[src/rtl/encode_tx_sched.sv]
// encode_tx_sched: arbitrates encode-zero and scan-command sync words onto one serial_tx.
// Optional idle heartbeat word is built in when ENCODE_TX_HEARTBEAT_EN is defined.
module encode_tx_sched #(
    parameter int DATA_WIDTH   = 16,
    parameter int GAP_CYCLES   = 8,
    parameter int BUSY_TIMEOUT = 64
`ifdef ENCODE_TX_HEARTBEAT_EN
    , parameter int HEARTBEAT_PERIOD = 4096
`endif
) (
    input  logic                  clk_i,
    input  logic                  rst_i,
    input  logic                  encode_zero_req_i,
    input  logic                  scan_cmd_req_i,
    input  logic [1:0]            scan_cmd_sel_i,
    input  logic                  tx_busy_i,
    output logic                  tx_valid_o,
    output logic [DATA_WIDTH-1:0] tx_data_o,
    output logic                  scan_cmd_ack_o,
    output logic                  scan_cmd_err_o,
    output logic                  scan_active_o,
    output logic                  scan_test_o,
    output logic                  tx_timeout_o,
    output logic [15:0]           encode_drop_cnt_o,
    output logic [2:0]            state_o
);
    // Handshake: tx_valid_o is a one-cycle load strobe with tx_data_o; serial_tx
    // accepts by raising tx_busy_i and finishes by dropping it. No ready is sampled.
    localparam int CNT_MAX = (GAP_CYCLES > BUSY_TIMEOUT) ? GAP_CYCLES : BUSY_TIMEOUT;
    localparam int CNT_W   = $clog2(CNT_MAX + 1);
    localparam logic [DATA_WIDTH-1:0] ENC_WORD = DATA_WIDTH'(16'hECDE);
    localparam logic [DATA_WIDTH-1:0] HB_WORD  = DATA_WIDTH'(16'h5A5F);

    typedef enum logic [2:0] {
        ST_IDLE      = 3'd0,
        ST_LOAD      = 3'd1,
        ST_WAIT_BUSY = 3'd2,
        ST_WAIT_DONE = 3'd3,
        ST_GAP       = 3'd4
    } state_t;

    typedef enum logic [1:0] {K_ENC = 2'd0, K_SCAN = 2'd1, K_HB = 2'd2} kind_t;

    state_t                  state_q, state_d;
    logic [CNT_W-1:0]        cnt_q;
    logic                    enc_pend_q, cmd_pend_q, hb_pend;
    logic [1:0]              cmd_sel_q, word_sel_q;
    kind_t                   kind_q;
    logic [DATA_WIDTH-1:0]   data_q;
    logic [15:0]             drop_cnt_q;
    logic                    ack_q, err_q, active_q, test_q;
    logic                    any_pend, start, enc_take, cmd_take, cmd_ok, scan_done;

    function automatic logic [DATA_WIDTH-1:0] scan_word(input logic [1:0] sel);
        case (sel)
            2'd0:    scan_word = DATA_WIDTH'(16'h5A51);
            2'd1:    scan_word = DATA_WIDTH'(16'h5A53);
            default: scan_word = DATA_WIDTH'(16'h5A50);
        endcase
    endfunction

    // A pending is consumed on the IDLE cycle that launches LOAD; fixed priority.
    assign any_pend  = enc_pend_q | cmd_pend_q | hb_pend;
    assign start     = (state_q == ST_IDLE) && any_pend;
    assign enc_take  = start && enc_pend_q;
    assign cmd_take  = start && !enc_pend_q && cmd_pend_q;
    assign cmd_ok    = scan_cmd_req_i && (scan_cmd_sel_i != 2'd3) && (!cmd_pend_q || cmd_take);
    assign scan_done = (state_q == ST_WAIT_DONE) && !tx_busy_i && (kind_q == K_SCAN);

    always_ff @(posedge clk_i or posedge rst_i) begin
        if (rst_i) state_q <= ST_IDLE;
        else       state_q <= state_d;
    end

    always_comb begin
        state_d = state_q;
        case (state_q)
            ST_IDLE:      if (any_pend) state_d = ST_LOAD;
            ST_LOAD:      state_d = ST_WAIT_BUSY;
            ST_WAIT_BUSY: begin
                if (tx_busy_i)                              state_d = ST_WAIT_DONE;
                else if (cnt_q == CNT_W'(BUSY_TIMEOUT))     state_d = ST_GAP;
            end
            ST_WAIT_DONE: if (!tx_busy_i) state_d = ST_GAP;
            ST_GAP:       if (cnt_q == CNT_W'(GAP_CYCLES - 1)) state_d = ST_IDLE;
            default:      state_d = ST_IDLE;
        endcase
    end

    always_comb begin
        tx_valid_o   = (state_q == ST_LOAD);
        tx_timeout_o = (state_q == ST_WAIT_BUSY) && !tx_busy_i && (cnt_q == CNT_W'(BUSY_TIMEOUT));
    end

    // cnt_q counts cycles since LOAD (busy timeout) and cycles spent in GAP.
    always_ff @(posedge clk_i or posedge rst_i) begin
        if (rst_i) begin
            cnt_q <= '0;
        end else if ((state_d == ST_LOAD && state_q != ST_LOAD) ||
                     (state_d == ST_GAP && state_q != ST_GAP)) begin
            cnt_q <= '0;
        end else if (state_q inside {ST_LOAD, ST_WAIT_BUSY, ST_GAP}) begin
            cnt_q <= cnt_q + CNT_W'(1);
        end
    end

    always_ff @(posedge clk_i or posedge rst_i) begin
        if (rst_i) begin
            enc_pend_q <= 1'b0;
            cmd_pend_q <= 1'b0;
            cmd_sel_q  <= 2'd0;
            drop_cnt_q <= 16'd0;
            err_q      <= 1'b0;
        end else begin
            if (encode_zero_req_i)  enc_pend_q <= 1'b1;
            else if (enc_take)      enc_pend_q <= 1'b0;
            if (encode_zero_req_i && enc_pend_q && !enc_take && drop_cnt_q != 16'hFFFF)
                drop_cnt_q <= drop_cnt_q + 16'd1;
            if (cmd_ok) begin
                cmd_pend_q <= 1'b1;
                cmd_sel_q  <= scan_cmd_sel_i;
            end else if (cmd_take) begin
                cmd_pend_q <= 1'b0;
            end
            err_q <= scan_cmd_req_i && !cmd_ok;
        end
    end

    always_ff @(posedge clk_i or posedge rst_i) begin
        if (rst_i) begin
            data_q     <= '0;
            kind_q     <= K_ENC;
            word_sel_q <= 2'd0;
        end else if (start) begin
            if (enc_pend_q) begin
                data_q <= ENC_WORD;
                kind_q <= K_ENC;
            end else if (cmd_pend_q) begin
                data_q     <= scan_word(cmd_sel_q);
                kind_q     <= K_SCAN;
                word_sel_q <= cmd_sel_q;
            end else begin
                data_q <= HB_WORD;
                kind_q <= K_HB;
            end
        end
    end

    // Flags follow completed words only, mirroring the far-end decoder.
    always_ff @(posedge clk_i or posedge rst_i) begin
        if (rst_i) begin
            ack_q    <= 1'b0;
            active_q <= 1'b0;
            test_q   <= 1'b0;
        end else begin
            ack_q <= scan_done;
            if (scan_done) begin
                case (word_sel_q)
                    2'd0:    begin active_q <= 1'b1; test_q <= 1'b0; end
                    2'd1:    begin active_q <= 1'b1; test_q <= 1'b1; end
                    default: active_q <= 1'b0;
                endcase
            end
        end
    end

`ifdef ENCODE_TX_HEARTBEAT_EN
    localparam int IDLE_W = $clog2(HEARTBEAT_PERIOD + 1);
    logic [IDLE_W-1:0] idle_cnt_q;
    logic              hb_pend_q;

    always_ff @(posedge clk_i or posedge rst_i) begin
        if (rst_i) begin
            idle_cnt_q <= '0;
            hb_pend_q  <= 1'b0;
        end else begin
            if (state_q == ST_LOAD) begin
                idle_cnt_q <= '0;
            end else if (state_q == ST_IDLE && !any_pend) begin
                idle_cnt_q <= idle_cnt_q + IDLE_W'(1);
                if (idle_cnt_q == IDLE_W'(HEARTBEAT_PERIOD - 1)) hb_pend_q <= 1'b1;
            end
            if (start && !enc_pend_q && !cmd_pend_q) hb_pend_q <= 1'b0;
        end
    end
    assign hb_pend = hb_pend_q;
`else
    assign hb_pend = 1'b0;
`endif

    assign tx_data_o         = data_q;
    assign scan_cmd_ack_o    = ack_q;
    assign scan_cmd_err_o    = err_q;
    assign scan_active_o     = active_q;
    assign scan_test_o       = test_q;
    assign encode_drop_cnt_o = drop_cnt_q;
    assign state_o           = state_q;
endmodule
[config.mk]
export PLATFORM = sky130hd
export DESIGN_NAME = encode_tx_sched
export DESIGN_NICKNAME = d
export VERILOG_FILES = /design/src/rtl/encode_tx_sched.sv
export SDC_FILE = /design/constraint.sdc
export NUM_CORES = 1
export LEC_CHECK = 0
export BUFFER_PORTS_ARGS = -buffer_cell sky130_fd_sc_hd__clkbuf_2
export CORE_ASPECT_RATIO = 0.75
export CORE_UTILIZATION = 51
export DETAILED_ROUTE_END_ITERATION = 7
export MAX_ROUTING_LAYER = met4
export PLACE_DENSITY = 0.75
export SYNTH_ARGS = -nofsm -noshare
export SYNTH_HDL_FRONTEND = slang
export SYNTH_SLANG_ARGS = --single-unit
export TNS_END_PERCENT = 1
[constraint.sdc]
create_clock -name clk_i -period 3.9 [get_ports clk_i]
set_clock_uncertainty 0.2 [all_clocks]
set_input_delay 0.975 -clock clk_i [delete_from_list [all_inputs] [get_ports clk_i]]
set_output_delay 0.975 -clock clk_i [all_outputs]
set_load 0.01 [all_outputs]
==> reports/metrics.yaml <==
avgSynthCellArea_um2: 10.6
ant_nets: 0
cts_root_buf: "clkbuf_8"
wl_per_cell_um: 14.4
timing.fmax_mhz: 321
crit_path_max_incr_delay_ns: 0.34
path_class: "input port to primary output"
grt_pass1_vias: 1507
rsz0062_at_grt: "no"
start_util: 0.543
cts_tree: "yes"
min_to: "kind_q[1]$_DFFE_PP0P_"
r2r-start: "state_o[2]$_DFF_PP0_"
gr-usage-all-layers: 0.216
post_synth_num_cell_types: 51
reg2regPathDepth: 4
cts_sinks: 44
ir_worst_vdd_v: 0.000317
antenna_cells: 0
fin_tns_setup_ns: 0
cts_hold_buf: 0
port_buffers: 45
die-area_um2: 4700
via_per_inst: 5.45
finalHoldViolCount: 0
syn-cell-area_um2: 2260
area_growth_pct: 11.9
grt_max_degree: 24
synth_edf_count: 0
r2r_slack_ns: 1.72
report.final.slew_viol_count: 0
path_buf_inv: 2
crit_fanout: 4
finish.instance_area_um2: 2520
worst_path_max_delay_cell: "nor4bb_1"
die_w_um: 78.8
place_area_um2: 2430
finish.utilization: 0.608
ys_seq_elements: 44
min_from: "kind_q[1]$_DFFE_PP0P_"
async_flop_share: 1.00
grt_pass1_wl_um: 7400
power.density_nw_per_um2: 677
hold_depth: 1
r2r-end: "cnt_q[6]$_DFFE_PP0P_"
cts_max_level: 2
drt_iter0_markers: 76
path_common_cell: "clkbuf_2"
slew_headroom: 0.475
die_h_um: 59.6
place_congestion: 0.852
worst-slew-pin-transition_ns: 0.783
required_ns: 2.72
status: "complete, no violations"
layout.nets: 258
yosys_most_used_dff: "dfrtp_1"
end_kind: "primary output"
dr_total_vias: 1657
core_um2: 4150
clkTransAtPathRegs_ns: 0.08
cts_buffers: 5
drtPass1Iterations: 4
synth_cells: 212
n_fill_cell: 386
drt-total-wl_um: 4370
whs_ns: 0.285
ys_seq_area_frac: 0.488
ys_warn_count: 0
drive_gt1_frac: 0.285
max-clock-path-buffers: 2
leakagePower_uw: 0.00124
power.total_uw: 1710
fin_crit_sh: 0.798
fin_crit_ns: 3.11
cts_setup_buffers: 0
boundaryPins: 48
grt_overflow: 0
setup.worst_path.start_class: "input port"
route.detailed.drc: 0
clkLatencyLatePin_ns: 0.29
num_rows: 20
hold_path_class: "register to register"
grt_antenna_before_repair: 0
ctsResizeCount: 0
setup_viol: 0
hpwl_um: 3100
maxCapViolCount: 0
arrival_ns: 1.94
critical_path.cell_chain: "clkbuf_2 -> nor4bb_1 -> nand2_1 -> nor4_1 -> clkbuf_2"
cp_top_family: "simple AND/OR/NAND/NOR gates"
final cells by class:
cell class              instances  area, um^2  area share
multi-input cells             144        1010       0.398
clock buffers                   8        90.1      0.0357
flip-flops and latches         44        1100       0.436
inverters                       7        26.3      0.0104
well taps                      55        68.8      0.0273
repair buffers                 46         233      0.0922
power breakdown:
part / internal (uW) / switching [uW] / total [uW]
Sequential: 585 / 177 / 761
Clock: 145 / 150 / 295
Combinational: 290 / 364 / 654
Total: 1020 / 691 / 1710
routing by layer:
| layer | vias to the layer above | routed length [um] | part of all wire | track usage |
|---|---|---|---|---|
| li1 | 801 | - | - | - |
| met1 | 787 | 2210 | 0.51 | 0.317 |
| met2 | 64 | 1810 | 0.41 | 0.291 |
| met3 | 5 | 296 | 0.068 | 0.0446 |
| met4 | 0 | 49 | 0.011 | 0.0831 |
| met5 | - | 0 | 0 | - |
cell usage in the layout, fill, tap and decap left out, drive strengths merged, types with 2 or more instances in the layout:
| cell type | n |
|---|---|
| xor2 | 18 |
| clkbuf | 53 |
| o211ai | 3 |
| mux2 | 4 |
| nand2 | 22 |
| o2111ai | 2 |
| nor4 | 6 |
| dfrtp | 44 |
| and2 | 6 |
| a31oi | 2 |
| nor3 | 8 |
| inv | 6 |
| conb | 2 |
| o21bai | 2 |
| ha | 3 |
| nand4b | 2 |
| nand4 | 5 |
| xnor2 | 2 |
| nor3b | 2 |
| nor2 | 14 |
| nand3 | 4 |
| and4 | 4 |
| o21a | 2 |
| nor2b | 4 |
| nand2b | 2 |
| and3 | 3 |
| o22a | 2 |
| o21ai | 5 |
| a21oi | 5 |
Yosys cell counts, drive strengths merged (3+ instances only):
library cell   n  area share
mux2           4       0.022
o211ai         3       0.010
nand3          4       0.011
nand2         22       0.037
nor3           8       0.020
a21oi          5       0.011
xor2          18       0.070
nor2b          4       0.011
nor2          14       0.023
nor4           6       0.028
ha             3       0.017
nand4          5       0.014
o21ai          5       0.011
and3           3      0.0083
dfrtp         44        0.49
inv            7       0.012
buf           17       0.055
and2           6       0.017
and4           4       0.019
cell families after synthesis:
logic type                 Yosys count  synth area share
AOI/OAI and AO/OA                   31             0.108
other                                1           0.00166
xor gates and xnor gates            20            0.0776
adders and majority gates            3            0.0166
DFF                                 44             0.488
muxes                                5            0.0261
buffers and inverters               25            0.0682
and+or+nand+nor                     83             0.214
per-stage QoR:
step | std cells | worst slack [ns]
floorplan | 213 | 0.955
global placement | 296 | 0.832
detailed placement | 296 | 0.787
CTS | 304 | 0.787
global route | 304 | 0.716
finish | 304 | 0.789
worst max-delay path by stage:
stage	from	endpoint	slack [ns]	depth (start not counted)
after floorplan	tx_busy_i	tx_timeout_o	0.95	3
after global placement	tx_busy_i	tx_timeout_o	0.83	5
after detailed placement	tx_busy_i	tx_timeout_o	0.79	5
after CTS	tx_busy_i	tx_timeout_o	0.79	5
after global routing	tx_busy_i	tx_timeout_o	0.72	5
final	tx_busy_i	tx_timeout_o	0.79	5
worst register-to-register path, cell delays in order (launching register included):
cell,delay [ns]
dfrtp_1,0.60
nor3_2,0.36
o21ai_0,0.33
a31oi_2,0.46
nor2_1,0.10
flip-flops by register name, summed over array words and instances, names as in the netlist, 2 cells and up:
signal and flops:
word_sel_q 2, cmd_sel_q 2, cnt_q 7, tx_data_o 6
state_o 3, encode_drop_cnt_o 16, kind_q 2
Power figures use the tool's default switching activity.
